**config.mk**
```make
export PLATFORM = sky130hd
export DESIGN_NAME = bsg_mem_1rw_sync_arb
export DESIGN_NICKNAME = d
export VERILOG_FILES = /design/src/rtl/bsg_mem_arb_pkg.sv /design/src/rtl/bsg_arb_rr_select.sv /design/src/rtl/bsg_mem_1rw_sync_arb.sv
export SDC_FILE = /design/constraint.sdc
export NUM_CORES = 1
export LEC_CHECK = 0
export CORE_MARGIN = 5
export CORE_UTILIZATION = 21
export DETAILED_ROUTE_END_ITERATION = 16
export GPL_ROUTABILITY_DRIVEN = 1
export GPL_TIMING_DRIVEN = 0
export HOLD_SLACK_MARGIN = 0.12
export PLACE_DENSITY_LB_ADDON = 0.05
export SLEW_MARGIN = 20
export SYNTH_ARGS = -nofsm -noshare
export SYNTH_HDL_FRONTEND = slang
export SYNTH_SLANG_ARGS = --single-unit
```
**constraint.sdc**
```tcl
create_clock -name clk_i -period 3.15 [get_ports clk_i]
set_input_delay 0.63 -clock clk_i [delete_from_list [all_inputs] [get_ports clk_i]]
set_output_delay 0.63 -clock clk_i [all_outputs]
set_load 0.1 [all_outputs]
```
**src/rtl/bsg_mem_arb_pkg.sv**
```systemverilog
// Shared types and constants for the round-robin single-port memory arbiter.
// Types here describe the default configuration; the top rebuilds them from its own parameters.
package bsg_mem_arb_pkg;

    localparam int unsigned def_width_lp       = 8;
    localparam int unsigned def_els_lp         = 16;
    localparam int unsigned def_num_clients_lp = 2;
    localparam int unsigned def_addr_width_lp  = $clog2(def_els_lp);
    localparam int unsigned def_id_width_lp    = 1;

    // Last-grant pointer reset value: parking on the highest id gives client 0 first priority.
    localparam int unsigned def_reset_ptr_lp   = def_num_clients_lp - 1;

    typedef logic [def_id_width_lp-1:0] client_id_t;

    typedef struct packed {
        logic                         w;
        logic [def_addr_width_lp-1:0] addr;
        logic [def_width_lp-1:0]      data;
    } mem_req_t;

    function automatic int unsigned safe_clog2(input int unsigned n);
        return (n <= 1) ? 1 : $clog2(n);
    endfunction

    function automatic int unsigned reset_ptr(input int unsigned num_clients);
        return num_clients - 1;
    endfunction

endpackage

```
**src/rtl/bsg_arb_rr_select.sv**
```systemverilog
// Combinational round-robin pick: first requester strictly after last_id, wrapping to client 0.
module bsg_arb_rr_select
    import bsg_mem_arb_pkg::*;
#(
    parameter int unsigned num_clients_p = 2,
    parameter int unsigned id_width_lp   = safe_clog2(num_clients_p)
) (
    input  logic [num_clients_p-1:0] reqs,
    input  logic [id_width_lp-1:0]   last_id,
    output logic [num_clients_p-1:0] grant,
    output logic [id_width_lp-1:0]   grant_id
);

    localparam logic [num_clients_p-1:0] one_lp = {{(num_clients_p-1){1'b0}}, 1'b1};

    logic [num_clients_p-1:0] above_mask;
    logic [num_clients_p-1:0] above_reqs;
    logic [num_clients_p-1:0] pick;

    always_comb begin
        above_mask = '0;
        for (int i = 0; i < num_clients_p; i++) begin
            above_mask[i] = (i > int'(last_id));
        end
    end

    // Prefer requesters above the pointer; if none, wrap and take the lowest overall.
    assign above_reqs = reqs & above_mask;
    assign pick       = (|above_reqs) ? above_reqs : reqs;
    assign grant      = pick & (~pick + one_lp);

    always_comb begin
        grant_id = '0;
        for (int i = 0; i < num_clients_p; i++) begin
            if (grant[i]) begin
                grant_id = id_width_lp'(i);
            end
        end
    end

endmodule

```
**src/rtl/bsg_mem_1rw_sync_arb.sv**
```systemverilog
// Round-robin arbiter sharing one synchronous single-port RAM among several requesters;
// read data comes back tagged with the requester id one cycle after the grant.
module bsg_mem_1rw_sync_arb
    import bsg_mem_arb_pkg::*;
#(
    parameter int unsigned width_p       = 8,
    parameter int unsigned els_p         = 16,
    parameter int unsigned num_clients_p = 2,
    parameter int unsigned addr_width_lp = safe_clog2(els_p),
    parameter int unsigned id_width_lp   = safe_clog2(num_clients_p)
) (
    input  logic                                   clk_i,
    input  logic                                   reset_n_i,
    input  logic [num_clients_p-1:0]               v_i,
    input  logic [num_clients_p-1:0]               w_i,
    input  logic [num_clients_p*addr_width_lp-1:0] addr_i,
    input  logic [num_clients_p*width_p-1:0]       data_i,
    output logic [num_clients_p-1:0]               yumi_o,
    output logic                                   resp_v_o,
    output logic [id_width_lp-1:0]                 resp_id_o,
    output logic [width_p-1:0]                     resp_data_o,
    output logic                                   mem_v_o,
    output logic                                   mem_w_o,
    output logic [addr_width_lp-1:0]               mem_addr_o,
    output logic [width_p-1:0]                     mem_data_o,
    input  logic [width_p-1:0]                     mem_data_i
);

    typedef struct packed {
        logic                     w;
        logic [addr_width_lp-1:0] addr;
        logic [width_p-1:0]       data;
    } req_t;

    localparam logic [id_width_lp-1:0] ptr_reset_lp = id_width_lp'(reset_ptr(num_clients_p));

    req_t                     reqs [num_clients_p];
    req_t                     mem_req;
    logic [num_clients_p-1:0] grant;
    logic [id_width_lp-1:0]   grant_id;
    logic                     grant_v;

    logic [id_width_lp-1:0]   ptr_q, ptr_d;
    logic                     resp_v_q, resp_v_d;
    logic [id_width_lp-1:0]   resp_id_q, resp_id_d;

    always_comb begin
        for (int i = 0; i < num_clients_p; i++) begin
            reqs[i].w    = w_i[i];
            reqs[i].addr = addr_i[i*addr_width_lp +: addr_width_lp];
            reqs[i].data = data_i[i*width_p +: width_p];
        end
    end

    bsg_arb_rr_select #(
        .num_clients_p (num_clients_p),
        .id_width_lp   (id_width_lp)
    ) u_select (
        .reqs     (v_i),
        .last_id  (ptr_q),
        .grant    (grant),
        .grant_id (grant_id)
    );

    assign grant_v = |grant;

    // AND-OR mux keeps every memory field at zero when nobody is granted.
    always_comb begin
        mem_req = '0;
        for (int i = 0; i < num_clients_p; i++) begin
            if (grant[i]) begin
                mem_req = reqs[i];
            end
        end
    end

    always_comb begin
        ptr_d     = ptr_q;
        resp_id_d = resp_id_q;
        resp_v_d  = grant_v & ~mem_req.w;
        if (grant_v) begin
            ptr_d = grant_id;
        end
        if (grant_v && !mem_req.w) begin
            resp_id_d = grant_id;
        end
    end

    always_ff @(posedge clk_i or negedge reset_n_i) begin
        if (!reset_n_i) begin
            ptr_q     <= ptr_reset_lp;
            resp_v_q  <= 1'b0;
            resp_id_q <= '0;
        end else begin
            ptr_q     <= ptr_d;
            resp_v_q  <= resp_v_d;
            resp_id_q <= resp_id_d;
        end
    end

    assign yumi_o      = grant;
    assign mem_v_o     = grant_v;
    assign mem_w_o     = mem_req.w;
    assign mem_addr_o  = mem_req.addr;
    assign mem_data_o  = mem_req.data;
    assign resp_v_o    = resp_v_q;
    assign resp_id_o   = resp_id_q;
    // The RAM is synchronous, so its output already lines up with resp_v_q.
    assign resp_data_o = mem_data_i;

`ifndef SYNTHESIS
    grant_onehot0_a : assert property (@(posedge clk_i) disable iff (!reset_n_i)
        $onehot0(yumi_o));
    grant_needs_v_a : assert property (@(posedge clk_i) disable iff (!reset_n_i)
        (yumi_o & ~v_i) == '0);
`endif

endmodule

```
### Word-level counts from Yosys, hierarchy flattened

Index checks and enable logic that the tools add are counted.

| word-level totals | value |
|---|---|
| bits in registers | 3 |
| output and inout port bits | 26 |
| logic and storage cells | 18 |

| cells by class | value |
|---|---|
| add/subtract/negate cells | 1 |
| magnitude comparators | 1 |
| mux-type cells | 4 |
| bitwise gates (word level) | 5 |
| reductions and logical operators | 4 |

Operators with widths:

| kind | number |
|---|---|
| $mux W13 | 2 |
| $and A2 B2 Y2 | 2 |
| $reduce_or A2 Y1 | 2 |
| $add A2 B1 Y2 const B | 1 |
| $mux W2 | 1 |
| $not A2 Y2 | 1 |
| $and A1 B1 Y1 | 1 |
| $gt A1 B1 Y1 const A | 1 |
| $logic_and A1 B1 Y1 | 1 |
| $logic_not A1 Y1 | 1 |
| $mux W1 | 1 |
| $not A1 Y1 | 1 |

### Logic depth before layout (Yosys ltp)

Gate-level depths: netlist (run 1).

| depth | value |
|---|---|
| word-level depth | 11 |
| mapped depth | 5 |
| depth with buffers taken out | 4 |

### Cells and area by module

A second synthesis (run 1) with hierarchy kept.

| unflattened totals | value |
|---|---|
| cells, all modules | 39 |
| area, all modules | 365.4 µm² |

Modules (own cells, without submodules):

| module | instances | cells each | area an instance (µm²) |
|---|---|---|---|
| bsg_mem_1rw_sync_arb | 1 | 35 | 339.1 |
| bsg_arb_rr_select | 1 | 4 | 26.3 |

### Worst setup path before layout (run 1)

No wires, ideal clock.

| path | value |
|---|---|
| kind | input -> output |
| start | input port v_i[1] |
| end | output port mem_addr_o[0] |
| arrival time | 1.910 ns |
| required time | 2.520 ns |
| path slack | 0.610 ns |
| stages on the path | 5 |
| path buffers | 1 |
| cell sequence | nand2b_1 > nand2_1 > inv_2 > buf_6 > a22o_1 |

| on the way | value |
|---|---|
| word-level cells in the longest chain between the ends | 8 |

Ends and longest elaborated chain:

| what | RTL line | source |
|---|---|---|
| start, declared | bsg_mem_1rw_sync_arb.sv:14 | `input logic [num_clients_p-1:0] v_i,` |
| $and A2 B2 Y2 (*) | bsg_arb_rr_select.sv:28 | `assign above_reqs = reqs & above_mask;` |
| $reduce_or A2 Y1 (*) | bsg_arb_rr_select.sv:29 | `assign pick = (\|above_reqs) ? above_reqs : reqs;` |
| $mux W2 (*) | bsg_arb_rr_select.sv:29 |  |
| $not A2 Y2 | bsg_arb_rr_select.sv:30 | `assign grant = pick & (~pick + one_lp);` |
| $add A2 B1 Y2 | bsg_arb_rr_select.sv:30 |  |
| $and A2 B2 Y2 (*) | bsg_arb_rr_select.sv:30 |  |
| net yumi_o[0] | bsg_mem_1rw_sync_arb.sv:18 | `output logic [num_clients_p-1:0] yumi_o,` |
| $mux W13 (*) (2 in series) | bsg_mem_1rw_sync_arb.sv:71 | `if (grant[i]) begin` |
| end, declared | bsg_mem_1rw_sync_arb.sv:24 | `output logic [addr_width_lp-1:0] mem_addr_o,` |

The timed path passes the listed nets; every way through them passes the cells marked *.

### Final worst setup path (run 1)

| path | value |
|---|---|
| start | input port v_i[0] |
| end | output port yumi_o[1] |

| on the way | value |
|---|---|
| word-level cells in the longest chain between the ends | 6 |

Ends and longest elaborated chain:

| what | RTL line |
|---|---|
| $and A2 B2 Y2 | bsg_arb_rr_select.sv:28 |
| $reduce_or A2 Y1 | bsg_arb_rr_select.sv:29 |
| $mux W2 (*) | bsg_arb_rr_select.sv:29 |
| $not A2 Y2 | bsg_arb_rr_select.sv:30 |
| $add A2 B1 Y2 | bsg_arb_rr_select.sv:30 |
| $and A2 B2 Y2 (*) | bsg_arb_rr_select.sv:30 |
| end, declared | bsg_mem_1rw_sync_arb.sv:18 |

Every way passes the cells marked *; elsewhere a longest branch is shown, timed or not.

==> results of run 1 <==
-- cell families after synthesis --
| family | after synthesis | synth area share, % |
|---|---|---|
| AOI/OAI and AO/OA | 17 | 40.2 |
| DFF | 3 | 21.7 |
| buffers and inverters | 15 | 29.9 |
| and+or+nand+nor | 5 | 8.19 |
-- Yosys cell counts, drive strengths merged --
master,number,share of area [%]
a22o,13,32
buf,11,26
inv,4,4.3
nand2,3,4.6
dfrtp,2,14
dfstp,1,7.5
nand2b,1,1.8
o21a,1,2.1
o21ai,1,1.4
o221ai,1,2.5
o22ai,1,1.8
or2,1,1.8
-- flip-flops by register name, indices dropped and copies added (netlist names) --
signal,count
ptr_q,1
resp_id_o,1
resp_v_o,1
-- per-layer routing --
| metal | wire (µm) | GRT usage (%) |
|---|---|---|
| met1 | 624 | 11.5 |
| met2 | 905 | 24.2 |
| met3 | 117 | 3.20 |
| met4 | 14 | 5.11 |
| met5 | 0 | 0 |
-- worst register-to-register path: stages (launching register included) --
cell and delay [ns]:
dfstp_2 0.53, nand2b_1 0.12, nand2_1 0.09, o22ai_1 0.16
-- how the worst max path moves through the flow --
stage,start,to,slack [ns],depth (start not counted)
floorplan,v_i[1],mem_addr_o[0],0.61,5
global placement,v_i[1],mem_addr_o[2],-0.30,7
detailed placement,v_i[1],mem_data_o[5],-0.32,7
CTS,v_i[1],mem_addr_o[1],0.006,7
global route,v_i[0],yumi_o[1],0.009,7
finish,v_i[0],yumi_o[1],0.09,7
-- power by group --
| part | internal [W] | leakage (nW) | switching [W] |
|---|---|---|---|
| combinational | 0.0000936 | 0.380 | 0.000257 |
| sequential | 0.0000459 | 0.0340 | 0.00000317 |
| clock | 0.0000476 | 0.0150 | 0.0000220 |
-- repair_timing --
action	CTS	global route
resized for setup	26	8
setup buffers	0	0
setup endpoints to repair	15	8
-- stage by stage --
step	instance area, µm²	power [W]	util (%)
after global routing	910	0.000493	59.0
final	910	0.000469	59.0
after global placement	922	0.000415	59.8
after floorplan	352	0.000318	-
after detailed placement	922	0.000417	59.8
after CTS	943	0.000479	61.2
-- cell type report --
class | count | area (µm²) | share of cell area (%)
inverter | 4 | 15.0 | 1.65
clock buffer | 4 | 26.3 | 2.89
buffer | 11 | 90.1 | 9.90
sequential | 3 | 76.3 | 8.39
tap | 16 | 20.0 | 2.20
timing repair buffer | 55 | 512 | 56.3
multi-input combinational | 22 | 170 | 18.7
==> qor.txt, run 1 <==
status: complete, no violations
largest net degree at the start of global routing: 11
die width: 50.9 µm
register area share after synthesis: 21.7%
setup slack, reg-to-reg: 2.16 ns
cts hold-fix bufs: 0
Reg2Reg Launch Point: ptr_q
Final setup viols: 0
Slew @ Worst Pin: 0.974 ns
post-synthesis register bit count: 3
number of global-route vias before repair: 494
crit path capture type: primary output
Post-DRT Antenna Nets: 0
final cycle utilization of the critical path: 97.3%
# diodes: 0
Crit-path slowest cell: clkdlybuf4s15_1
RSZ-0062 raised after global routing: false
crit-path max cell delay: 0.81 ns
Leak Pwr: 0.429 nW
Final Critical Period: 3.06 ns
setup ws final: 0.0856 ns
# fillers: 150
worst hold path class: reg -> reg
num rows: 14
CTS Sinks: 3
Final Instance Count excl. Fillers: 115
DR DRC count: 0
Power Dens Cells: 516 mW/mm²
Min Hold Slack: 0.538 ns
fin nets: 138
critical path cell sequence: clkdlybuf4s50_1, nand2_2, nand2_2, inv_2, buf_6, buf_4, clkdlybuf4s15_1
fmax: 326 MHz
total number of vias: 513
Reg clk slew, reported paths: 0.04 ns
Vias/cell: 4.46
core area: 0.00154 mm²
cell depth of the worst hold path: 1
VDD IR-drop max: 0.000385 V
data required time of the worst path: 2.52 ns
CP top delay family: buffers and inverters
RR Endpoint: resp_v_o
Pre-antenna DRT Iters: 2
WL final: 1.66 mm
post-synthesis cell count: 40
Tot GR Track Use: 12.2%
CTS Root Buffer Type: clkbuf_4
worst skew pair latency: 0.23 ns
initial antenna violation count: 0
Synth Warn #: 0
TritonCTS Buffers: 3
maxcap violations: 0
clk_skew: 0.00157 ns
CP bufs+invs: 5
Longest Clk Path Bufs: 2
first-pass GRT wire length: 2.37 mm
Synth Net Count: 78
Slew Viols, Final: 0
crit-path most repeated cell: nand2_2
placed cells: 111
Slew HR: 34.9%
# H-tree levels: 1
Setup TNS: 0 ns
layout cells sized above 1: 29.3%
Synth cell types: 15
Syn Area/Cell: 8.79 µm²
Setup crit start kind: input port
DR iter-0 viols: 3
Initial Utilization: 22.8%
CP max FO: 10
WL per Instance: 14.5 µm
CTS tree: done
number of port buffers: 55
Final Hold Fails: 0
commonest cells after routing, fill and taps aside: clkdlybuf4s50_1 (40), a22o_1 (13), buf_4 (9)
GP Congestion: 0.770
Setup CP Type: in -> out
mapped cell area: 352 µm²
hpwl dp: 1.47 mm
chip height: 50.9 µm
worst reg2reg path depth: 3
Layout area overhead: 159%
total grt overflow: 0
most common cell after layout, fill and taps aside: clkdlybuf4s50_1
io pins: 64
Setup WS pre-CTS: -0.321 ns
Die ar.: 0.00259 mm²
Hold Path End: ptr_q
hold_sp: ptr_q
crit path DAT: 2.43 ns
No activity file was read; power rests on OpenSTA's default activity.
==> run 2: changes to the inputs <==
CTS_CLUSTER_DIAMETER = 80   (was unset)
==> results of run 2 <==
No change in the layout: final DEF, timing and power equal those of run 1.
==> run 3: changes to the inputs <==
CAP_MARGIN = 20   (was unset)
==> results of run 3 <==
No change in the layout: final DEF, timing and power equal those of run 1.
